<file path="src/rtl/cpu_pkg.sv">
// Shared definitions for the CPU datapath: ALU opcode encoding and default width.
package cpu_pkg;

    // Default datapath width for operands, results, pc and offsets.
    localparam int unsigned DATA_WIDTH = 64;

    // Word-to-byte shift applied to branch offsets.
    localparam int unsigned DATA_BR_SHIFT = 2;

    // ALU operation select; 3'b001 and 3'b111 are reserved and yield zero.
    typedef enum logic [2:0] {
        ALU_PASSB = 3'b000,
        ALU_ADD   = 3'b010,
        ALU_SUB   = 3'b011,
        ALU_AND   = 3'b100,
        ALU_OR    = 3'b101,
        ALU_XOR   = 3'b110
    } alu_op_t;

endpackage

</file>
<file path="src/rtl/adder_w.sv">
// Width-parameterised adder with carry-in, returning the sum and the carry-out.
module adder_w #(
    parameter int unsigned WIDTH = 64
) (
    input  logic [WIDTH-1:0] a_i,
    input  logic [WIDTH-1:0] b_i,
    input  logic             cin_i,
    output logic [WIDTH-1:0] sum_o,
    output logic             cout_o
);

    // One extra bit of headroom captures the carry out of the top bit.
    always_comb begin
        {cout_o, sum_o} = {1'b0, a_i} + {1'b0, b_i} + {{WIDTH{1'b0}}, cin_i};
    end

endmodule

</file>
<file path="src/rtl/exec_unit.sv">
// Execution datapath slice: ALU with N/Z/V/C, flag register and PC arithmetic.
module exec_unit
    import cpu_pkg::*;
#(
    parameter int unsigned WIDTH    = DATA_WIDTH,
    parameter int unsigned BR_SHIFT = DATA_BR_SHIFT
) (
    input  logic             clk,
    input  logic             rst,
    input  logic [WIDTH-1:0] a,
    input  logic [WIDTH-1:0] b,
    input  logic [2:0]       alu_op,
    input  logic             set_flags,
    input  logic [WIDTH-1:0] pc,
    input  logic [WIDTH-1:0] br_off,
    output logic [WIDTH-1:0] result,
    output logic             n,
    output logic             z,
    output logic             v,
    output logic             c,
    output logic             flag_n,
    output logic             flag_z,
    output logic             flag_v,
    output logic             flag_c,
    output logic [WIDTH-1:0] pc_plus4,
    output logic [WIDTH-1:0] br_target
);

    alu_op_t          op;
    logic             is_sub;
    logic [WIDTH-1:0] addsub_b;
    logic [WIDTH-1:0] addsub_sum;
    logic             addsub_cout;
    logic [WIDTH-1:0] br_off_shifted;
    logic             unused_pc4_cout;
    logic             unused_br_cout;

    logic [3:0] flags_d;
    logic [3:0] flags_q;

    assign op     = alu_op_t'(alu_op);
    assign is_sub = (op == ALU_SUB);

    // Subtraction reuses the adder as a + ~b + 1, so carry-out means "no borrow".
    assign addsub_b = is_sub ? ~b : b;

    adder_w #(
        .WIDTH (WIDTH)
    ) u_alu_adder (
        .a_i    (a),
        .b_i    (addsub_b),
        .cin_i  (is_sub),
        .sum_o  (addsub_sum),
        .cout_o (addsub_cout)
    );

    adder_w #(
        .WIDTH (WIDTH)
    ) u_pc4_adder (
        .a_i    (pc),
        .b_i    (WIDTH'(4)),
        .cin_i  (1'b0),
        .sum_o  (pc_plus4),
        .cout_o (unused_pc4_cout)
    );

    // Zero-fill shift; bits shifted past the top are discarded.
    assign br_off_shifted = br_off << BR_SHIFT;

    adder_w #(
        .WIDTH (WIDTH)
    ) u_br_adder (
        .a_i    (pc),
        .b_i    (br_off_shifted),
        .cin_i  (1'b0),
        .sum_o  (br_target),
        .cout_o (unused_br_cout)
    );

    // Result select; reserved encodings produce zero.
    always_comb begin
        result = '0;
        case (op)
            ALU_PASSB: result = b;
            ALU_ADD:   result = addsub_sum;
            ALU_SUB:   result = addsub_sum;
            ALU_AND:   result = a & b;
            ALU_OR:    result = a | b;
            ALU_XOR:   result = a ^ b;
            default:   result = '0;
        endcase
    end

    // Combinational flags; C and V are only meaningful for ADD/SUB.
    always_comb begin
        n = result[WIDTH-1];
        z = (result == '0);
        c = 1'b0;
        v = 1'b0;
        case (op)
            ALU_ADD: begin
                c = addsub_cout;
                v = (a[WIDTH-1] == b[WIDTH-1]) && (result[WIDTH-1] != a[WIDTH-1]);
            end
            ALU_SUB: begin
                c = addsub_cout;
                v = (a[WIDTH-1] != b[WIDTH-1]) && (result[WIDTH-1] != a[WIDTH-1]);
            end
            default: begin
                c = 1'b0;
                v = 1'b0;
            end
        endcase
    end

    // Next flag state: load on flag-setting instructions, otherwise hold.
    always_comb begin
        flags_d = flags_q;
        if (set_flags) begin
            flags_d = {n, z, v, c};
        end
    end

    // Flag register with synchronous active-low reset taking priority over loads.
    always_ff @(posedge clk) begin
        if (!rst) begin
            flags_q <= 4'b0000;
        end else begin
            flags_q <= flags_d;
        end
    end

    assign {flag_n, flag_z, flag_v, flag_c} = flags_q;

endmodule

</file>
<file path="config.mk">
export PLATFORM = sky130hd
export DESIGN_NAME = exec_unit
export DESIGN_NICKNAME = d
export VERILOG_FILES = /design/src/rtl/cpu_pkg.sv /design/src/rtl/adder_w.sv /design/src/rtl/exec_unit.sv
export SDC_FILE = /design/constraint.sdc
export NUM_CORES = 1
export LEC_CHECK = 0
export ABC_AREA = 1
export CAP_MARGIN = 30
export CORE_MARGIN = 10
export CORE_UTILIZATION = 50
export CTS_CLUSTER_SIZE = 10
export DETAILED_ROUTE_END_ITERATION = 10
export GPL_TIMING_DRIVEN = 0
export PLACE_DENSITY = 0.81
export SYNTH_ARGS = -nofsm -noshare
export SYNTH_HDL_FRONTEND = slang
export SYNTH_HIERARCHICAL = 1
export SYNTH_SLANG_ARGS = --single-unit
</file>
<file path="constraint.sdc">
create_clock -name clk -period 5.4 [get_ports clk]
set_clock_uncertainty 0.05 [all_clocks]
set_input_delay 1.08 -clock clk [delete_from_list [all_inputs] [get_ports clk]]
set_output_delay 1.08 -clock clk [all_outputs]
set_load 0.1 [all_outputs]
</file>
# Word level (Yosys, flattened, before mapping)
# Index checks and enable logic that the tools add are counted.
# totals
register_bits	4
# classes
mux	4
n_addsub	4
n_reduce_logical	5
eq_ne	8
bitwise_logic	4
# ops
cell	n
$pmux 64 s5	1
$add 64x64->65	1
$add 65x1->65	1
$add 64x3->64 const B	1
$add 64x64->64	1
$and 64x64->64	1
$logic_not 64->1	1
$mux 64	1
$not 64->64	1
$or 64x64->64	1
$xor 64x64->64	1
$eq 3x3->1 const B	3
$eq 3x2->1 const B	2
$logic_not 3->1	1
$logic_and 1x1->1	2
$ne 1x1->1	2
$pmux 1 s2	1
$reduce_or 2->1	1
$eq 1x1->1	1
$mux 1	1

# Longest topological paths before layout
# logic_depth
word_depth	8
ltp_mapped	31
mapped_depth_nobuf	28

# Modules after synthesis
# The synthesis kept the hierarchy.
# modules_own_cells
module	seq_area_each_um2	cells_per_inst	area_each_um2	n_inst
exec_unit	80.1	1089	6097.1	1
adder_w at u_pc4_adder	0.0	1291	5929.4	1
adder_w at u_br_adder	0.0	1295	5916.9	1
adder_w at u_alu_adder	0.0	1295	5909.4	1

# Worst setup path after synthesis
# OpenSTA, ideal clock, no wires.
# synth_timing
path_kind	input-to-output
start	in alu_op[0]
end	out z
required_ns	4.270
stages	25
n_path_buf	2
arrival_time_ns	4.881
slack_ns	-0.611
path_cell_list	inv_2 -> clkbuf_1 -> nor2_1 -> buf_2 -> xor2_1 -> fa_1 -> fa_1 -> nand3_1 -> nand3_1 -> nand2_1 -> nand2_1 -> nand2_1 -> nand2_2 -> nand2_1 -> nand2_1 -> xor2_1 -> nand2_1 -> o21ai_0 -> nor2_1 -> nand2_1 -> nor2_1 -> nand2_1 -> nor2_1 -> nand2_1 -> nor2_2
# synth_between
elab_chain_cells	6
word_cells_on_any_way	12
cone_classes	add/sub: 2; eq/ne: 5; mux: 2; reduce/logical: 3
# synth_lines
item	line_no	text
from (decl)	exec_unit.sv:12	input logic [2:0] alu_op,
$eq 3x2->1	exec_unit.sv:42	assign is_sub = (op == ALU_SUB);
$mux 64	exec_unit.sv:45	assign addsub_b = is_sub ? ~b : b;
via addsub_b[0]	exec_unit.sv:31	logic [WIDTH-1:0] addsub_b;
$add 64x64->65	adder_w.sv:14	{cout_o, sum_o} = {1'b0, a_i} + {1'b0, b_i} + {{WIDTH{1'b0}}, cin_i};
$add 65x1->65	adder_w.sv:14	
via addsub_sum[32]	exec_unit.sv:32	logic [WIDTH-1:0] addsub_sum;
$pmux 64 s5	exec_unit.sv:83	case (op)
$logic_not 64->1	exec_unit.sv:97	z = (result == '0);
to (decl)	exec_unit.sv:18	output logic z,
# The timed path passes the listed nets, and every way through them passes these cells.

# Worst setup path after layout
# layout_timing
start	in alu_op[2]
end	out z
# The elaborated chain is that of the path after synthesis.

==> impl_metrics.json <==
{
  "clock_latency_ns": 0.23,
  "routedWlPerCell_um": 19.2,
  "synth_warnings": 6,
  "syn_to_final_growth_pct": 30.0,
  "placed_cells": 6092,
  "end_kind": "output pin",
  "num_io_pins": 462,
  "first_pass_iters": 9,
  "grtUsageTotal": 0.389,
  "synth_cells": 4948,
  "critPathMaxStageDelay_ns": 0.31,
  "final_area_um2": 30900,
  "viasPerCell": 5.27,
  "drive_gt1_frac": 0.0883,
  "relSlewSlack": 0.249,
  "largestRegisters": "flags_q (4)",
  "first_iter_violations": 3327,
  "ir_drop_mv": 0.185,
  "netlist_area_um2": 23800,
  "fin_nets": 6115,
  "worstHoldPathCells": 2,
  "initial_core_util": 0.508,
  "r2r_cells": 2,
  "cp_max_fo": 10,
  "min_to": "flags_q[3]",
  "period_share": 1.10,
  "final_cell_count_no_fill": 6137,
  "clock_sinks": 4,
  "worst_r2r_endpoint": "flags_q[0]",
  "clk_transition_reported_paths_ns": 0.03,
  "regToRegStartpoint": "flags_q[0]",
  "worst-slew-pin-transition_ns": 1.13,
  "worstHoldPathType": "reg -> reg",
  "dieHeight_um": 238,
  "finalHoldViolations": 0,
  "largest_reg_flops": 4,
  "path_class": "in -> out",
  "die_width_um": 238,
  "cts_buffers": 3,
  "cap_violations": 0,
  "required_ns": 4.27,
  "portBuffers": 457,
  "drt-total-wl_um": 118000,
  "fp-row-count": 79,
  "fin_crit_ns": 5.96,
  "utilization": 0.661,
  "final_max_slew_viol_count": 0,
  "antenna_found_initial": 1,
  "r2r_slack_ns": 4.69,
  "hp-start": "flags_q[3]",
  "vias": 32359,
  "status": "finished, violations left",
  "hold_buffers": 0,
  "regMostFlops": "flags_q",
  "cp_slowest_cell": "ha_1",
  "ant_nets": 0,
  "fmax_mhz": 168,
  "clockBufferDepth": 2,
  "grt_max_degree": 15,
  "final-setup-viol-count": 5,
  "drc_errors": 0,
  "htreeDepth": 1,
  "critPathLaunchType": "input pin",
  "syn_avg_cell_area_um2": 4.80,
  "grt_pass1_vias": 29858,
  "hpwl_um": 102000,
  "place.gp.congestion": 1.08,
  "root_buffer": "clkbuf_16",
  "p_per_area_nw_per_um2": 200,
  "violations": "negative setup slack",
  "cts_tree": "built",
  "grt_pass1_wl_um": 171000,
  "gr-total-overflow": 0,
  "tns_ns": -1.59,
  "worst_ep_arrival_time_ns": 4.83,
  "leakage_nw": 19.9,
  "grt_setup_unrepaired": "yes",
  "die_area_um2": 56600,
  "core_um2": 46800,
  "post_dp_cell_area_um2": 29700,
  "final.setup.worst_slack_ns": -0.564
}
-- through the flow --
stage          total power [mW]  hold slack [ns]  setup slack (ns)
2_1_floorplan              4.03            0.940           -0.0659
3_3_place_gp               5.61            0.456             -3.17
3_5_place_dp               5.75            0.466             -3.20
4_1_cts                    5.87            0.477            -0.409
5_1_grt                    6.47            0.516            -0.684
6_report                   6.17            0.482            -0.564
-- worst max-delay path by stage --
stage,startpoint,end,slack (ns)
2_1_floorplan,alu_op[2],z,-0.07
3_5_place_dp,alu_op[0],z,-3.20
3_3_place_gp,alu_op[0],z,-3.17
4_1_cts,alu_op[2],z,-0.41
5_1_grt,alu_op[2],z,-0.68
6_report,alu_op[2],z,-0.56
-- worst max-delay path, delay by kind of cell --
kind	cells	cell delay, ns
and+or+nand+nor	21	2.25
buffers and inverters	6	0.81
adders and majority gates	1	0.31
AOI/OAI and AO/OA	1	0.18
xor gates and xnor gates	1	0.17
-- what timing repair did --
action                     CTS  global route
setup endpoints to repair  126           122
hold endpoints to repair     0             0
gates resized for setup    461           309
pin swaps                   40            43
buffers inserted            17            19
-- cell type report --
cell class,instances,area (µm²)
Multi-Input combinational cell,3697,19700
Fill cell,4694,15900
Timing Repair Buffer,510,5100
Inverter,1254,4730
Tap cell,607,759
Buffer,60,435
Sequential cell,4,80.1
Clock buffer,3,75.1
Antenna cell,2,5.00
-- power by group --
| group | switching (mW) | total (mW) | internal, mW | leakage, nW |
|---|---|---|---|---|
| sequential | 0.000867 | 0.0325 | 0.0316 | 0.0330 |
| combinational | 4.44 | 6.02 | 1.58 | 19.9 |
| clock | 0.0220 | 0.117 | 0.0947 | 0.0370 |
| total | 4.46 | 6.17 | 1.71 | 19.9 |
-- layout by cell type, fill, tap and decap left out, types with 9 or more instances in the layout --
cell type and instances:
ha_2 17, inv_2 11, buf_12 11, a21oi_2 16, nand3_1 288, nand2_1 1988, buf_4 50, clkdlybuf4s50_1 304
ha_1 291, clkdlybuf4s15_2 9, clkbuf_1 20, dlymetal6s2s_1 31, clkbuf_2 33, buf_16 12, a21oi_1 129, buf_6 22
buf_2 34, nand2_4 16, nor2_1 320, nand3_2 19, o21ai_0 41, dlygate4sd2_1 23, nor3_1 27, ha_4 9
nand2_2 84, conb_1 70, nor3_2 11, xor2_1 149, nor2_2 76, nor2_4 21, nand4_1 70, o21ai_1 9
o21bai_1 11, inv_1 1233
-- layer usage --
layer	part of all wire	vias to the layer above	GRT usage
met5	0	-	0
met4	0.090	0	0.288
met3	0.092	528	0.0678
met2	0.47	1819	0.690
met1	0.35	14316	0.409
li1	-	15696	-
Power figures use the tool's default switching activity.
